--- src/rtl/alu_seq_pkg.sv ---
// Shared opcodes, FSM state type and sizing for the ALU command sequencer.
package alu_seq_pkg;

  localparam int NUM_REGS = 8;

  localparam logic [3:0] OP_ADD = 4'd0;
  localparam logic [3:0] OP_SUB = 4'd1;
  localparam logic [3:0] OP_MUL = 4'd2;
  localparam logic [3:0] OP_DIV = 4'd3;
  localparam logic [3:0] OP_SHL1 = 4'd4;
  localparam logic [3:0] OP_SHR1 = 4'd5;
  localparam logic [3:0] OP_SHL2 = 4'd6;
  localparam logic [3:0] OP_SHR2 = 4'd7;
  localparam logic [3:0] OP_AND = 4'd8;
  localparam logic [3:0] OP_OR = 4'd9;
  localparam logic [3:0] OP_XOR = 4'd10;
  localparam logic [3:0] OP_MAX = 4'd10;

  typedef enum logic [1:0] {
    IDLE,
    ISSUE,
    CAPTURE,
    RESPOND
  } state_t;

  function automatic logic op_legal(input logic [3:0] op);
    return op <= OP_MAX;
  endfunction

endpackage

--- src/rtl/alu_cmd_sequencer_if.sv ---
// Command, ALU and response signals of the sequencer, bundled for port connection.
// Handshakes: a transfer happens on a rising edge where valid && ready; the
// offering side keeps valid and its payload steady until that edge.
interface alu_cmd_sequencer_if;
  logic        cmd_valid;
  logic        cmd_ready;
  logic [3:0]  cmd_op;
  logic [2:0]  cmd_dst;
  logic [2:0]  cmd_src1;
  logic [2:0]  cmd_src2;
  logic        cmd_imm_en;
  logic [15:0] cmd_imm;

  logic [15:0] alu_operand1;
  logic [15:0] alu_operand2;
  logic [3:0]  alu_operation;
  logic [15:0] alu_result;
  logic [15:0] alu_rest;
  logic        alu_zero;

  logic        rsp_valid;
  logic        rsp_ready;
  logic [15:0] rsp_result;
  logic [15:0] rsp_rest;
  logic        rsp_zero;
  logic        rsp_err;
  logic [2:0]  rsp_dst;

  modport master (
    output cmd_valid, cmd_op, cmd_dst, cmd_src1, cmd_src2, cmd_imm_en, cmd_imm,
    input  cmd_ready,
    input  alu_operand1, alu_operand2, alu_operation,
    output alu_result, alu_rest, alu_zero,
    input  rsp_valid, rsp_result, rsp_rest, rsp_zero, rsp_err, rsp_dst,
    output rsp_ready
  );

  modport slave (
    input  cmd_valid, cmd_op, cmd_dst, cmd_src1, cmd_src2, cmd_imm_en, cmd_imm,
    output cmd_ready,
    output alu_operand1, alu_operand2, alu_operation,
    input  alu_result, alu_rest, alu_zero,
    output rsp_valid, rsp_result, rsp_rest, rsp_zero, rsp_err, rsp_dst,
    input  rsp_ready
  );
endinterface

--- src/rtl/alu_seq_regfile.sv ---
// 8 x 16 register file: r0 hard-wired to zero, two operand reads, one debug read, one write.
module alu_seq_regfile
  import alu_seq_pkg::*;
(
  input  logic        clk,
  input  logic        rst,
  input  logic [2:0]  raddr1,
  output logic [15:0] rdata1,
  input  logic [2:0]  raddr2,
  output logic [15:0] rdata2,
  input  logic [2:0]  dbg_addr,
  output logic [15:0] dbg_data,
  input  logic        we,
  input  logic [2:0]  waddr,
  input  logic [15:0] wdata
);

  logic [15:0] regs [NUM_REGS];

  always_ff @(posedge clk or posedge rst) begin
    if (rst) begin
      for (int i = 0; i < NUM_REGS; i++) regs[i] <= '0;
    end else if (we && (waddr != 3'd0)) begin
      regs[waddr] <= wdata;
    end
  end

  assign rdata1   = (raddr1 == 3'd0) ? 16'd0 : regs[raddr1];
  assign rdata2   = (raddr2 == 3'd0) ? 16'd0 : regs[raddr2];
  assign dbg_data = (dbg_addr == 3'd0) ? 16'd0 : regs[dbg_addr];

endmodule

--- src/rtl/alu_cmd_sequencer.sv ---
// Accepts register/immediate ALU commands, drives an external ALU, waits for it
// to settle, writes the result back and returns a response.
module alu_cmd_sequencer
  import alu_seq_pkg::*;
#(
  parameter int SETTLE_CYCLES = 2
) (
  input  logic                clk,
  input  logic                rst,
  alu_cmd_sequencer_if.slave  bus,
  input  logic [2:0]          rd_addr,
  output logic [15:0]         rd_data,
  output state_t              state
);

  localparam logic [3:0] SETTLE_LAST = 4'(SETTLE_CYCLES);

  state_t      state_q, state_d;
  logic [3:0]  cnt_q, cnt_d;
  logic [2:0]  dst_q;
  logic        err_q;
  logic [15:0] src1_data, src2_data, op2_sel;
  logic        accept, legal, div0, we;

  alu_seq_regfile u_regfile (
    .clk      (clk),
    .rst      (rst),
    .raddr1   (bus.cmd_src1),
    .rdata1   (src1_data),
    .raddr2   (bus.cmd_src2),
    .rdata2   (src2_data),
    .dbg_addr (rd_addr),
    .dbg_data (rd_data),
    .we       (we),
    .waddr    (dst_q),
    .wdata    (bus.alu_result)
  );

  assign op2_sel       = bus.cmd_imm_en ? bus.cmd_imm : src2_data;
  assign bus.cmd_ready = (state_q == IDLE);
  assign bus.rsp_valid = (state_q == RESPOND);
  assign accept        = bus.cmd_valid && bus.cmd_ready;
  assign legal         = op_legal(bus.cmd_op);
  assign div0          = (bus.cmd_op == OP_DIV) && (op2_sel == 16'd0);
  assign we            = (state_q == CAPTURE) && !err_q;
  assign state         = state_q;

  always_ff @(posedge clk or posedge rst) begin
    if (rst) begin
      state_q <= IDLE;
      cnt_q   <= '0;
    end else begin
      state_q <= state_d;
      cnt_q   <= cnt_d;
    end
  end

  // ISSUE spends one cycle letting the freshly registered operands reach the
  // ALU, then SETTLE_CYCLES more; error commands skip it and pass through
  // CAPTURE without touching the ALU result or the register file.
  always_comb begin
    state_d = state_q;
    cnt_d   = cnt_q;
    case (state_q)
      IDLE: begin
        if (accept) begin
          cnt_d   = '0;
          state_d = (legal && !div0) ? ISSUE : CAPTURE;
        end
      end
      ISSUE: begin
        if (cnt_q == SETTLE_LAST) state_d = CAPTURE;
        else                      cnt_d   = cnt_q + 4'd1;
      end
      CAPTURE: state_d = RESPOND;
      RESPOND: if (bus.rsp_ready) state_d = IDLE;
      default: state_d = IDLE;
    endcase
  end

  always_ff @(posedge clk or posedge rst) begin
    if (rst) begin
      bus.alu_operand1  <= '0;
      bus.alu_operand2  <= '0;
      bus.alu_operation <= 4'hF;
      bus.rsp_result    <= '0;
      bus.rsp_rest      <= '0;
      bus.rsp_zero      <= 1'b0;
      bus.rsp_err       <= 1'b0;
      bus.rsp_dst       <= '0;
      dst_q             <= '0;
      err_q             <= 1'b0;
    end else begin
      if (accept) begin
        dst_q <= bus.cmd_dst;
        err_q <= !legal || div0;
        if (legal) begin
          bus.alu_operand1  <= src1_data;
          bus.alu_operand2  <= op2_sel;
          bus.alu_operation <= bus.cmd_op;
        end
        if (!legal) begin
          bus.rsp_result <= 16'd0;
          bus.rsp_rest   <= 16'd0;
          bus.rsp_zero   <= 1'b1;
          bus.rsp_err    <= 1'b1;
          bus.rsp_dst    <= bus.cmd_dst;
        end else if (div0) begin
          bus.rsp_result <= 16'hFFFF;
          bus.rsp_rest   <= src1_data;
          bus.rsp_zero   <= 1'b0;
          bus.rsp_err    <= 1'b1;
          bus.rsp_dst    <= bus.cmd_dst;
        end
      end
      if (we) begin
        bus.rsp_result <= bus.alu_result;
        bus.rsp_rest   <= (bus.alu_operation == OP_DIV) ? bus.alu_rest : 16'd0;
        bus.rsp_zero   <= bus.alu_zero;
        bus.rsp_err    <= 1'b0;
        bus.rsp_dst    <= dst_q;
      end
    end
  end

endmodule
--- src/flat_wrapper.sv ---
// flat-port wrapper written by rule: the top's interface ports become plain ports
module alu_cmd_sequencer_flat import alu_seq_pkg::*;
#(
  parameter int SETTLE_CYCLES = 2
)
  (clk, rst, rd_addr, rd_data, state, bus_cmd_valid, bus_cmd_op, bus_cmd_dst, bus_cmd_src1, bus_cmd_src2, bus_cmd_imm_en, bus_cmd_imm, bus_cmd_ready, bus_alu_operand1, bus_alu_operand2, bus_alu_operation, bus_alu_result, bus_alu_rest, bus_alu_zero, bus_rsp_valid, bus_rsp_result, bus_rsp_rest, bus_rsp_zero, bus_rsp_err, bus_rsp_dst, bus_rsp_ready);
  alu_cmd_sequencer_if bus_i ();
  input  logic clk;
  input  logic rst;
  input  logic [2:0] rd_addr;
  output logic [15:0] rd_data;
  output state_t state;
  input wire logic [$bits(bus_i.cmd_valid)-1:0] bus_cmd_valid;
  input wire logic [$bits(bus_i.cmd_op)-1:0] bus_cmd_op;
  input wire logic [$bits(bus_i.cmd_dst)-1:0] bus_cmd_dst;
  input wire logic [$bits(bus_i.cmd_src1)-1:0] bus_cmd_src1;
  input wire logic [$bits(bus_i.cmd_src2)-1:0] bus_cmd_src2;
  input wire logic [$bits(bus_i.cmd_imm_en)-1:0] bus_cmd_imm_en;
  input wire logic [$bits(bus_i.cmd_imm)-1:0] bus_cmd_imm;
  output wire logic [$bits(bus_i.cmd_ready)-1:0] bus_cmd_ready;
  output wire logic [$bits(bus_i.alu_operand1)-1:0] bus_alu_operand1;
  output wire logic [$bits(bus_i.alu_operand2)-1:0] bus_alu_operand2;
  output wire logic [$bits(bus_i.alu_operation)-1:0] bus_alu_operation;
  input wire logic [$bits(bus_i.alu_result)-1:0] bus_alu_result;
  input wire logic [$bits(bus_i.alu_rest)-1:0] bus_alu_rest;
  input wire logic [$bits(bus_i.alu_zero)-1:0] bus_alu_zero;
  output wire logic [$bits(bus_i.rsp_valid)-1:0] bus_rsp_valid;
  output wire logic [$bits(bus_i.rsp_result)-1:0] bus_rsp_result;
  output wire logic [$bits(bus_i.rsp_rest)-1:0] bus_rsp_rest;
  output wire logic [$bits(bus_i.rsp_zero)-1:0] bus_rsp_zero;
  output wire logic [$bits(bus_i.rsp_err)-1:0] bus_rsp_err;
  output wire logic [$bits(bus_i.rsp_dst)-1:0] bus_rsp_dst;
  input wire logic [$bits(bus_i.rsp_ready)-1:0] bus_rsp_ready;
  assign bus_i.cmd_valid = bus_cmd_valid;
  assign bus_i.cmd_op = bus_cmd_op;
  assign bus_i.cmd_dst = bus_cmd_dst;
  assign bus_i.cmd_src1 = bus_cmd_src1;
  assign bus_i.cmd_src2 = bus_cmd_src2;
  assign bus_i.cmd_imm_en = bus_cmd_imm_en;
  assign bus_i.cmd_imm = bus_cmd_imm;
  assign bus_cmd_ready = bus_i.cmd_ready;
  assign bus_alu_operand1 = bus_i.alu_operand1;
  assign bus_alu_operand2 = bus_i.alu_operand2;
  assign bus_alu_operation = bus_i.alu_operation;
  assign bus_i.alu_result = bus_alu_result;
  assign bus_i.alu_rest = bus_alu_rest;
  assign bus_i.alu_zero = bus_alu_zero;
  assign bus_rsp_valid = bus_i.rsp_valid;
  assign bus_rsp_result = bus_i.rsp_result;
  assign bus_rsp_rest = bus_i.rsp_rest;
  assign bus_rsp_zero = bus_i.rsp_zero;
  assign bus_rsp_err = bus_i.rsp_err;
  assign bus_rsp_dst = bus_i.rsp_dst;
  assign bus_i.rsp_ready = bus_rsp_ready;
  alu_cmd_sequencer #(.SETTLE_CYCLES(SETTLE_CYCLES)) u_core (.clk(clk), .rst(rst), .bus(bus_i), .rd_addr(rd_addr), .rd_data(rd_data), .state(state));
endmodule
--- config.mk ---
export PLATFORM = sky130hd
export DESIGN_NAME = alu_cmd_sequencer_flat
export DESIGN_NICKNAME = d
export VERILOG_FILES = /design/src/rtl/alu_seq_pkg.sv /design/src/rtl/alu_cmd_sequencer_if.sv /design/src/rtl/alu_seq_regfile.sv /design/src/rtl/alu_cmd_sequencer.sv /design/src/flat_wrapper.sv
export SDC_FILE = /design/constraint.sdc
export NUM_CORES = 1
export LEC_CHECK = 0
export ABC_AREA = 1
export CORE_ASPECT_RATIO = 1.75
export CORE_MARGIN = 4
export CORE_UTILIZATION = 48
export CTS_CLUSTER_SIZE = 12
export DETAILED_ROUTE_END_ITERATION = 8
export PLACE_DENSITY = 0.69
export SLEW_MARGIN = 10
export SYNTH_ARGS = -nofsm -noshare
export SYNTH_HDL_FRONTEND = slang
export SYNTH_SLANG_ARGS = --single-unit
--- constraint.sdc ---
create_clock -name clk -period 10 [get_ports clk]
set_input_delay 2 -clock clk [delete_from_list [all_inputs] [get_ports clk]]
set_output_delay 2 -clock clk [all_outputs]
set_load 0.01 [all_outputs]
Yosys cells after proc, flatten, opt, wreduce, memory -nomap -nowiden
Cells that the tools add are included.
Operators by class
  reduce and logical (&&, ||, !) cells: 22
  bitwise gates (word level): 4
  add/subtract/negate cells: 1
  magnitude comparators: 6
  multiplexer cells: 45
  equal/unequal tests: 11
Operators with widths (number)
  2-to-1 mux 16 bit: 20
  binary-select mux 16 bit (select 3 bit): 3
  bitwise mux 128 bit: 1
  demux 16 bit (select 3 bit): 1
  greater-or-equal comparator 4 bit (second input constant): 4
  logical NOT 16 bit: 1
  inverter 3 -> 4 bit: 4
  equality test 4 x 2 -> 1 bit (second input constant): 3
  2-to-1 mux 3 bit: 4
  logical NOT 3 bit: 3
  2-to-1 mux 1 bit: 8
  2-to-1 mux 2 bit: 4
  2-to-1 mux 4 bit: 2
  case mux 2 bit (4 select lines): 1
  case mux 4 bit (2 select lines): 1
  logical AND 1 bit: 6
  AND reduction 3 bit: 2
  adder 4 x 1 -> 4 bit (second input constant): 1
  equality test 2 bit (second input constant): 2
  <= comparator 4 bit (second input constant): 1
  less-than comparator 4 x 1 -> 1 bit (second input constant): 1
  != test 2 x 1 -> 1 bit (second input constant): 2
  != test 2 bit (second input constant): 2
  AND reduction 2 bit: 2
  other kinds (7): 10
Storage, ports and cells
  input bits: 70
  register bits: 211
  output and inout port bits: 93

Longest topological paths before layout
  word-level depth: 13
  gate-level depth with buffers: 19
  gate-level depth less buffers: 15

Cells and area by module
A second synthesis with hierarchy kept.
Unflattened totals
  cells, all modules: 1916
  area, all modules: 12833.6 um^2
By module, submodules not included
  alu_seq_regfile: seq. area each 3203.1 um^2, cells each 1400, area each 8783.4 um^2, times used 1
  alu_cmd_sequencer: seq. area each 2082.0 um^2, cells each 516, area each 4050.1 um^2, times used 1

Worst setup path after synthesis
No wires, ideal clock.
  path type: input -> output
  start: input rd_addr[1]
  end: output rd_data[0]
  arrival: 3234 ps
  data required time: 8000 ps
  setup slack: 4766 ps
  cell stages on the path: 5
  path through: clkbuf_1 -> clkbuf_1 -> clkbuf_1 -> o211ai_1 -> a31oi_1
Between the ends
  cells in the longest elaborated chain, start to end: 5
Ends and longest elaborated chain
  from (decl): RTL line flat_wrapper.sv:10  | input logic [2:0] rd_addr;
  inverter 3 -> 4 bit (implied by the code): RTL line alu_seq_regfile.sv:30  | assign dbg_data = (dbg_addr == 3'd0) ? 16'd0 : regs[dbg_addr];
  binary-select mux 16 bit (select 3 bit): RTL line alu_seq_regfile.sv:30
  2-to-1 mux 16 bit (implied by the code) (2 in series): RTL line alu_seq_regfile.sv:30
  2-to-1 mux 16 bit (*): RTL line alu_seq_regfile.sv:30
  to (decl): RTL line flat_wrapper.sv:11  | output logic [15:0] rd_data;
Mark *: on every way between the ends. The rest lies on a longest branch, timed or not. The select of a mux whose other input is x is not followed.

Worst setup path in the final report
  start: input rd_addr[0]
  end: output rd_data[2]
The elaborated chain is that of the path after synthesis.

==> metrics <==
VDD IR max=around 150 µV; routed len/inst=approximately 20 µm; Synth Area in Adders=0.624%; Non-Filler Cell Area, Final=~14000 µm²; f_max=137 MHz; crit start category=input pin; setup TNS=0 ps; GR Util All Layers=29.7%; largest net degree at the start of global routing=99; largest family of logic cells by synthesized area=simple AND/OR/NAND/NOR gates; CTS tree=built; Area Overhead vs Synth=18.6%; synthesized area per cell=7.09 µm²; port bufs=between 150 and 200; flops & latches, synth=roughly 210; Max Clock Skew=17.4 ps; CTS Buf Count=22; Final nets=around 1900; clk sink count=between 200 and 250; # hold bufs at CTS=0; vias=~12000; Die W=about 130 µm; mux cell area share after synthesis=0%; WP data required=~8000 ps; RePlAce Congestion=0.914; share of layout cells above drive strength 1=under 10%; Clock Latency Late Sink=~520 ps; Distinct cells, synth=31; Filler Cell Count=2329; period utilization=around three quarters; PD cells=about 280 nW/µm²; placed cell count=2062; Synth Area in Compound Gates=a little over a fifth; Pre-antenna DRT Iters=7; final setup vio count=0; Syn Inst Count=between 1500 and 2000; Post-Syn Nets=approximately 1800; Die Y=~220 µm; HPWL Detailed=about 29 mm; core area=approximately 25000 µm²; CTS clk-pin slew, worst paths=approximately 60 ps; hold slack=slightly below 400 ps; H-tree levels=1; Worst setup EP type=primary output; non-filler cells, final=about 2100; worst setup path class=in2out; dpl cell area=approximately 14000 µm²; CTS root buf=clkbuf_16; cell taking the most area after synthesis=dfrtp_1; top-area cell type share of the netlist area=43.0%; Initial Util=between 40 and 50%; die area=between 20000 and 30000 µm²; vias in the first global route=about 11000; Most used DFF post-synth=dfrtp_1; RSZ-0062 raised after global routing=false; cts repair resizes=0; Power Total=roughly 0.0039 W; Seq/Total Area, Yosys=between 40% and 50%; number of synthesized flops with an enable pin=0; actual slew at the worst max-slew pin=1220 ps; status=finished, final reports clean; synth top area cells=dfrtp_1 (43%), o21ai_0 (14%), nand2_1 (13%), nand3_1 (5.1%), inv_1 (5.0%); Congestion Overflow GR=0; yosys synthesis warning count=0; Rows=76; Iter 0 DRT Violations=around 1400; crit path DAT=between 5000 and 6000 ps; # Max-Cap Violations=0; ys async rst share=100%; total routed wirelength=41.7 mm; Synth Area in Simple Gates=approximately 24%; max-slew violations=0; Synth Cell Area=around 12000 µm²; register area=between 5000 and 6000 µm²; DRT antenna net count=0; Ports=between 150 and 200; clk buf depth=3; headroom to the max-slew limit=about 18%; DRC Markers=0; Post-CTS Repair Setup Buffers=0; Period minus WS final=around 7300 ps; hold crit path type=reg2reg; CP Max Fanout=a little under 100; final hold violation count=0; Multi-input gate area=roughly 5500 µm²; vias per cell=around 5.7; static leakage=a little under 7 nW; XOR/XNOR share of the synthesized area=less than 1%; first-pass GRT wire length=65.1 mm; initial antenna violation count=0
-- cell type report --
cell class,count,share of cell area [%]
Sequential cell,211,37.0
Inverter,172,4.58
Tap cell,312,2.74
Multi-Input combinational cell,1185,38.9
Clock buffer,32,4.41
Clock inverter,3,0.105
Timing Repair Buffer,182,12.2
Antenna cell,1,0.0175
-- stage by stage --
stage / setup slack, ps / util, %
final: 2690 / 57.9
after global routing: 2440 / 57.9
after CTS: 2740 / 57.9
after detailed placement: 2750 / 55.3
after global placement: 2830 / 55.3
after floorplan: 2240 / -
-- worst paths after layout --
kind | start | depth (start not counted) | to | slack (ps)
min reg2reg | u_core.u_regfile.regs[119] | 0 | u_core.u_regfile.regs[119] | 390
max | rd_addr[0] | 7 | rd_data[2] | 2690
max reg2reg | u_core.state[0] | 6 | u_core.bus.alu_operation[3] | 6170
max in group asynchronous | rst | 4 | u_core.u_regfile.regs[88] | 5950
min | u_core.u_regfile.regs[119] | 0 | u_core.u_regfile.regs[119] | 390
min in group asynchronous | rst | 2 | u_core.bus.alu_operand2[15] | 2010
-- sequential cells by signal, summed over array words and instances (netlist names) --
name and cells:
u_core.bus.rsp_zero 1, u_core.bus.alu_operand2 16, u_core.bus.rsp_result 16, u_core.err_q 1, u_core.bus.rsp_dst 3, u_core.bus.alu_operation 4
u_core.bus.rsp_rest 16, u_core.u_regfile.regs 128, u_core.bus.rsp_err 1, u_core.bus.alu_operand1 16, u_core.dst_q 3, u_core.state 2
u_core.cnt_q 4
-- report_power, final --
part / internal, W / switching (W)
Combinational: 0.000656 / 0.000950
Clock: 0.000433 / 0.000344
Sequential: 0.00123 / 0.000321
Total: 0.00232 / 0.00161
-- cell usage in the layout, fill, tap and decap left out, drive strengths merged --
| master | n |
|---|---|
| clkdlybuf4s50 | 157 |
| nor2 | 127 |
| nand2 | 408 |
| a31oi | 27 |
| clkbuf | 32 |
| o22ai | 14 |
| inv | 165 |
| a21oi | 107 |
| buf | 25 |
| clkinv | 10 |
| dfrtp | 207 |
| xor2 | 1 |
| nor3 | 6 |
| nand4 | 2 |
| nand3 | 145 |
| or2 | 2 |
| o21bai | 1 |
| diode | 1 |
| o21ai | 327 |
| o211ai | 11 |
| and2 | 1 |
| dfstp | 4 |
| ha | 6 |
-- synthesized netlist by cell type, types with 4 or more instances --
| cell | number |
|---|---|
| buf_4 | 4 |
| a21oi_1 | 107 |
| clkbuf_1 | 96 |
| nand2_1 | 407 |
| buf_6 | 6 |
| ha_1 | 6 |
| buf_1 | 7 |
| nor2_1 | 124 |
| nor3_1 | 6 |
| buf_2 | 16 |
| inv_2 | 4 |
| dfstp_2 | 4 |
| nand3_1 | 123 |
| inv_1 | 161 |
| o21ai_0 | 326 |
| o22ai_1 | 14 |
| clkinv_1 | 7 |
| a31oi_1 | 27 |
| dfrtp_1 | 207 |
| o211ai_1 | 11 |
| nand3_2 | 22 |
-- logic make-up (layout without fill, tap and decap cells) --
group,Yosys count,count (layout)
XOR/XNOR,1,1
adder cells (fa/ha/maj),6,6
flip-flops,211,211
other,0,1
AND/OR/NAND/NOR,691,691
AO/OA/AOI/OAI,487,487
buffers and inverters,302,389
-- critical path, stage by stage --
cell,delay (ps)
buf_2,70
buf_4,700
inv_1,710
nand3_1,750
o21ai_0,190
a31oi_1,260
clkdlybuf4s50_1,590
-- metal layers --
layer / track usage (%) / routed length, µm
met1: 38.2 / 16000
met2: 49.5 / 19900
met4: 13.8 / 2170
met5: 0 / 0
met3: 4.07 / 3620
No activity file was read; power rests on OpenSTA's default activity.
